### src/rtl/mcpu_core.sv
// mcpu_core: multicycle MIPS-subset core with req/ack instruction and data ports.
// Supports add/sub/and/or/slt, addi, lw, sw, beq and j. Any other opcode or funct halts the core.
// im_req, dm_req, dm_we, dm_addr, dm_wdata, retire and halted are registered.
// retire is high in the cycle right after an instruction's final clock edge.
module mcpu_core #(
  parameter int          ADDR_W   = 32,
  parameter logic [31:0] RESET_PC = 32'h0
) (
  input  logic              clk,
  input  logic              reset,
  output logic              im_req,
  output logic [ADDR_W-1:0] im_addr,
  input  logic [31:0]       im_rdata,
  input  logic              im_ack,
  output logic              dm_req,
  output logic              dm_we,
  output logic [ADDR_W-1:0] dm_addr,
  output logic [31:0]       dm_wdata,
  input  logic [31:0]       dm_rdata,
  input  logic              dm_ack,
  output logic [ADDR_W-1:0] pc_out,
  output logic              retire,
  output logic              halted
);

  localparam logic [5:0] OP_RTYPE = 6'h00;
  localparam logic [5:0] OP_J     = 6'h02;
  localparam logic [5:0] OP_BEQ   = 6'h04;
  localparam logic [5:0] OP_ADDI  = 6'h08;
  localparam logic [5:0] OP_LW    = 6'h23;
  localparam logic [5:0] OP_SW    = 6'h2B;
  localparam logic [5:0] FN_ADD   = 6'h20;
  localparam logic [5:0] FN_SUB   = 6'h22;
  localparam logic [5:0] FN_AND   = 6'h24;
  localparam logic [5:0] FN_OR    = 6'h25;
  localparam logic [5:0] FN_SLT   = 6'h2A;

  typedef enum logic [2:0] {
    S_FETCH, S_DECODE, S_EXEC, S_MEM, S_WB, S_HALT
  } state_t;

  state_t             state;
  logic [ADDR_W-1:0]  pc;
  logic [ADDR_W-1:0]  target;
  logic [31:0]        ir;
  logic [31:0]        mdr;
  logic signed [31:0] a;
  logic signed [31:0] b;
  logic signed [31:0] alu_out;
  logic [31:0]        regs [32];

  function automatic logic signed [31:0] sext16(input logic [15:0] v);
    return {{16{v[15]}}, v};
  endfunction

  function automatic logic [31:0] alu_r(input logic [5:0] fn,
                                        input logic signed [31:0] x,
                                        input logic signed [31:0] y);
    case (fn)
      FN_ADD:  return x + y;
      FN_SUB:  return x - y;
      FN_AND:  return x & y;
      FN_OR:   return x | y;
      FN_SLT:  return {31'b0, (x < y)};
      default: return 32'h0;
    endcase
  endfunction

  function automatic logic is_legal(input logic [5:0] o, input logic [5:0] fn);
    case (o)
      OP_RTYPE: return (fn == FN_ADD) || (fn == FN_SUB) || (fn == FN_AND) ||
                       (fn == FN_OR)  || (fn == FN_SLT);
      OP_ADDI, OP_LW, OP_SW, OP_BEQ, OP_J: return 1'b1;
      default:  return 1'b0;
    endcase
  endfunction

  logic [5:0]         op;
  logic [5:0]         funct;
  logic [4:0]         rs;
  logic [4:0]         rt;
  logic [4:0]         rd;
  logic signed [31:0] imm_s;
  logic signed [31:0] ea;
  logic [31:0]        br_off;
  logic [31:0]        pc32;
  logic [31:0]        tgt32;
  logic [31:0]        jt;
  logic [4:0]         wb_dst;
  logic [31:0]        wb_data;

  assign op      = ir[31:26];
  assign rs      = ir[25:21];
  assign rt      = ir[20:16];
  assign rd      = ir[15:11];
  assign funct   = ir[5:0];
  assign imm_s   = sext16(ir[15:0]);
  assign ea      = a + imm_s;
  assign br_off  = imm_s << 2;
  assign pc32    = 32'(pc);
  assign tgt32   = pc32 + br_off;
  // Jump keeps the top nibble of the already-incremented PC (zero when ADDR_W <= 28).
  assign jt      = (pc32 & 32'hF000_0000) | {4'b0, ir[25:0], 2'b00};
  assign wb_dst  = (op == OP_RTYPE) ? rd : rt;
  assign wb_data = (op == OP_LW) ? mdr : alu_out;

  assign im_addr = pc;
  assign pc_out  = pc;

  // Control FSM with datapath registers, register file and registered memory-port outputs.
  always_ff @(posedge clk or negedge reset) begin
    if (!reset) begin
      state    <= S_FETCH;
      pc       <= RESET_PC[ADDR_W-1:0];
      target   <= '0;
      ir       <= '0;
      mdr      <= '0;
      a        <= '0;
      b        <= '0;
      alu_out  <= '0;
      im_req   <= 1'b0;
      dm_req   <= 1'b0;
      dm_we    <= 1'b0;
      dm_addr  <= '0;
      dm_wdata <= '0;
      retire   <= 1'b0;
      halted   <= 1'b0;
      for (int i = 0; i < 32; i++) regs[i] <= '0;
    end else begin
      retire <= 1'b0;
      case (state)
        S_FETCH: begin
          if (!im_req) begin
            im_req <= 1'b1;
          end else if (im_ack) begin
            ir     <= im_rdata;
            pc     <= pc + ADDR_W'(4);
            im_req <= 1'b0;
            state  <= S_DECODE;
          end
        end
        S_DECODE: begin
          a      <= regs[rs];
          b      <= regs[rt];
          target <= tgt32[ADDR_W-1:0];
          if (is_legal(op, funct)) begin
            state <= S_EXEC;
          end else begin
            state  <= S_HALT;
            halted <= 1'b1;
          end
        end
        S_EXEC: begin
          case (op)
            OP_RTYPE: begin
              alu_out <= alu_r(funct, a, b);
              state   <= S_WB;
            end
            OP_ADDI: begin
              alu_out <= ea;
              state   <= S_WB;
            end
            OP_LW, OP_SW: begin
              alu_out  <= ea;
              dm_req   <= 1'b1;
              dm_we    <= (op == OP_SW);
              dm_addr  <= ea[ADDR_W-1:0];
              dm_wdata <= b;
              state    <= S_MEM;
            end
            OP_BEQ: begin
              if (a == b) pc <= target;
              im_req <= 1'b1;
              retire <= 1'b1;
              state  <= S_FETCH;
            end
            OP_J: begin
              pc     <= jt[ADDR_W-1:0];
              im_req <= 1'b1;
              retire <= 1'b1;
              state  <= S_FETCH;
            end
            default: begin
              state  <= S_HALT;
              halted <= 1'b1;
            end
          endcase
        end
        S_MEM: begin
          if (dm_ack) begin
            dm_req <= 1'b0;
            dm_we  <= 1'b0;
            if (op == OP_SW) begin
              im_req <= 1'b1;
              retire <= 1'b1;
              state  <= S_FETCH;
            end else begin
              mdr   <= dm_rdata;
              state <= S_WB;
            end
          end
        end
        S_WB: begin
          if (wb_dst != 5'd0) regs[wb_dst] <= wb_data;
          im_req <= 1'b1;
          retire <= 1'b1;
          state  <= S_FETCH;
        end
        default: begin
          halted <= 1'b1;
        end
      endcase
    end
  end

endmodule

### config.mk
export PLATFORM = sky130hd
export DESIGN_NAME = mcpu_core
export DESIGN_NICKNAME = d
export VERILOG_FILES = /design/src/rtl/mcpu_core.sv
export SDC_FILE = /design/constraint.sdc
export NUM_CORES = 2
export LEC_CHECK = 0
export BUFFER_PORTS_ARGS = -buffer_cell sky130_fd_sc_hd__buf_2
export CELL_PAD_IN_SITES_DETAIL_PLACEMENT = 2
export CELL_PAD_IN_SITES_GLOBAL_PLACEMENT = 2
export CORE_ASPECT_RATIO = 1.4
export CORE_MARGIN = 4
export CORE_UTILIZATION = 39
export DETAILED_ROUTE_END_ITERATION = 10
export HOLD_SLACK_MARGIN = 0.06
export MAX_ROUTING_LAYER = met4
export PLACE_DENSITY_LB_ADDON = 0.25
export SYNTH_ARGS = -nofsm -noshare
export SYNTH_HDL_FRONTEND = slang
export SYNTH_SLANG_ARGS = --single-unit
export TNS_END_PERCENT = 30
### constraint.sdc
create_clock -name clk -period 3.5 [get_ports clk]
set_input_delay 0.525 -clock clk [delete_from_list [all_inputs] [get_ports clk]]
set_output_delay 0.525 -clock clk [all_outputs]
set_load 0.005 [all_outputs]
==> impl_metrics.py <==
metrics = {
    "outcome": {
        "outcome": "completed",
    },
    "clocking": {
        "cts-root-buf": "clkbuf_16",
        "cts_tree": "built",
        "clkSlewWorstSetupHoldPaths_ns": 0.06,
        "cts_num_sinks": 1320,
        "clkLatencyLatePin_ns": 0.82,
        "ctsHtreeMaxLevel": 4,
        "cts_buffer_depth": 3,
        "cts_buffers": 143,
    },
    "synth": {
        "async_flop_share": 1.00,
        "synth_cells": 6690,
        "syn_area_sq_mm": 0.0726,
        "ys_seq_elements": 1320,
        "synthMuxAreaShare": 0.228,
        "synth_top_family_by_area": "multiplexers",
        "synthSimpleGateAreaFrac": 0.0966,
        "synthAdderAreaFrac": 0.0309,
        "synth_xor_area_frac": 0.00990,
        "ys_warn_count": 0,
        "synth-compound-area-share": 0.136,
        "ys.flop_type": "dfrtp_1",
        "avgSynthCellArea_sq_um": 10.8,
        "synth_seq_area_share": 0.455,
        "synth_edf_count": 0,
        "synth_cell_types": 94,
        "synth.net_count": 6934,
    },
    "die": {
        "initial_core_util": 0.392,
        "die_w_um": 373,
        "die_area_sq_mm": 0.193,
        "fp.dieH_um": 518,
        "core_area_sq_mm": 0.185,
        "pin_count": 201,
        "rows": 187,
    },
    "layout": {
        "layout.nets": 7223,
        "fin_area_sq_mm": 0.0858,
        "final_common_cell": "dfrtp_1",
        "syn2layout_area_growth_pct": 18.3,
        "drive_gt1_frac": 0.263,
        "most-common-layout-cells": "dfrtp_1, nand2_1, o21ai_0",
        "fillCellCount": 18600,
    },
    "power_and_ir_drop": {
        "leakage_nw": 37.2,
        "ir_drop_mv": 0.500,
        "pwr_density_cell_mw_per_mm2": 832,
    },
    "worst_setup_path": {
        "cp-start-kind": "register",
        "r2r_cells": 15,
        "path_delay_family": "compound AO/OA/AOI/OAI gates",
        "crit_path_max_fanout": 4,
        "crit_buf_inv": 3,
        "cp-end-kind": "register",
        "cpPeakStageDelay_ns": 0.42,
        "critical_path_cell_count": 15,
        "critPathSlowestCell": "dfrtp_1",
        "arrival_ns": 4.13,
        "crit_type": "reg -> reg",
        "crit_chain": "ha_2, fa_2, a211oi_2, buf_4, o211ai_1, buf_4, a41o_4, a2111oi_4, buf_4, nor2_4, a211oi_2, a21oi_2, xnor2_1, a221oi_2, nor2_1",
        "crit_required_ns": 4.18,
        "path_common_cell": "buf_4",
    },
    "global_route": {
        "grtUsageTotal": 0.320,
        "antenna_found_initial": 21,
        "grt_max_degree": 95,
        "grt_pass1_vias": 66500,
        "grt_pass1_wl_um": 448000,
        "grt-ovfl-total": 0,
    },
    "sta": {
        "max_freq_mhz": 290,
        "hold_viol_final": 0,
        "fin_crit_sh": 0.985,
        "fin_skew_ns": 0.0303,
        "rsz0062_at_grt": "yes",
        "tightest_slew_ns": 1.04,
        "period_minus_slack_ns": 3.45,
        "slew_viol_final": 0,
        "setup_viol": 0,
        "fin_ws_ns": 0.0514,
        "slew-limit-headroom": 0.304,
    },
    "routing": {
        "viasPerCell": 6.17,
        "drt_iter0_markers": 4624,
        "ant_nets": 0,
        "drc": 0,
        "wl_per_cell_um": 31.6,
        "firstDrtPassIters": 5,
        "postRouteWirelength_um": 302000,
        "dr_total_vias": 59000,
    },
    "hold_path": {
        "hold_path.class": "in -> reg",
        "hold_depth": 3,
    },
    "run": {
        "drv_cap": 0,
    },
    "place": {
        "place_area_sq_mm": 0.0797,
        "dp_slack_ns": -0.378,
        "dpl.hpwl_um": 198000,
        "place_congestion": 0.948,
        "portBuffers": 200,
    },
}
==> metal layers <==
metal / share of wire / GRT usage / vias up
li1: - / - / 24700
met1: 0.39 / 0.377 / 31900
met2: 0.52 / 0.552 / 1722
met3: 0.045 / 0.0397 / 591
met4: 0.046 / 0.138 / 0
met5: 0 / - / -
==> tightest hold or removal path, delay by kind of cell <==
family          cells  cell delay (ns)
compound gates      2             0.24
buf+inv             1             0.12
==> final cells by class <==
class,count,area [sq um],share of cell area
repair buffers,791,7020,0.0818
inverters,127,477,0.00555
clock buffers,202,4220,0.0491
flip-flops and latches,1320,33100,0.385
clock inverters,57,823,0.00959
well taps,2457,3070,0.0358
diodes,17,42.5,0.000496
multi-input cells,4596,37100,0.432
==> metrics by stage <==
| step | instances | hold WS, ns | TNS [ns] | total power, mW | util |
|---|---|---|---|---|---|
| after floorplan | 6690 | 0.229 | 0 | 39.3 | - |
| after global routing | 9564 | 0.111 | -0.346 | 74.7 | 0.463 |
| after global placement | 9218 | 0.376 | -1.57 | 52.9 | 0.430 |
| after CTS | 9541 | 0.0750 | -0.0105 | 71.1 | 0.461 |
| after detailed placement | 9218 | 0.384 | -2.38 | 54.0 | 0.430 |
| final | 9567 | 0.134 | 0 | 71.4 | 0.463 |
==> worst paths after layout <==
kind	from	end	slack, ns
min	dm_ack	retire	0.13
min reg2reg	regs[996]	regs[996]	0.40
max	b[0]	alu_out[20]	0.05
max reg2reg	b[0]	alu_out[20]	0.05
max in group asynchronous	reset	regs[48]	1.90
min in group asynchronous	reset	im_addr[0]	0.37
==> power by group <==
part | switching (mW) | internal [mW] | total, mW
sequential | 3.43 | 18.1 | 21.5
combinational | 19.0 | 14.3 | 33.3
clock | 6.94 | 9.63 | 16.6
total | 29.4 | 42.0 | 71.4
==> repair_timing <==
action,4_1_cts,5_1_grt
setup buffers,0,9
pin swaps,2,18
resized for setup,22,50
setup endpoints to repair,30,50
hold endpoints to repair,137,0
hold buffers,64,0
==> Yosys cell counts, types with 44 or more instances <==
cell / number / share of area
buf_1: 76 / 0.0039
mux2i_1: 112 / 0.015
dfrtp_1: 1320 / 0.46
mux4_2: 640 / 0.20
clkbuf_1: 438 / 0.023
ha_1: 172 / 0.030
nand3_1: 72 / 0.0050
xnor2_1: 57 / 0.0069
mux2_2: 87 / 0.013
nor2_1: 530 / 0.027
a21oi_1: 585 / 0.040
buf_2: 97 / 0.0067
nand2_1: 936 / 0.048
o21ai_0: 859 / 0.059
a21o_1: 44 / 0.0046
inv_1: 123 / 0.0064
==> sequential cells by signal (all words and copies together) (netlist names), 3 cells and up <==
| register | cells |
|---|---|
| state | 3 |
| target | 32 |
| b | 32 |
| dm_addr | 32 |
| alu_out | 32 |
| dm_wdata | 32 |
| regs | 1024 |
| ir | 32 |
| im_addr | 32 |
| a | 32 |
| mdr | 32 |
==> kinds of logic after synthesis <==
| logic type | after synthesis |
|---|---|
| mux | 839 |
| flops | 1320 |
| compound gates | 1788 |
| fa+ha+maj | 177 |
| buf+inv | 774 |
| xor+xnor | 82 |
| simple gates | 1710 |
(Power assumes the default switching activity.)
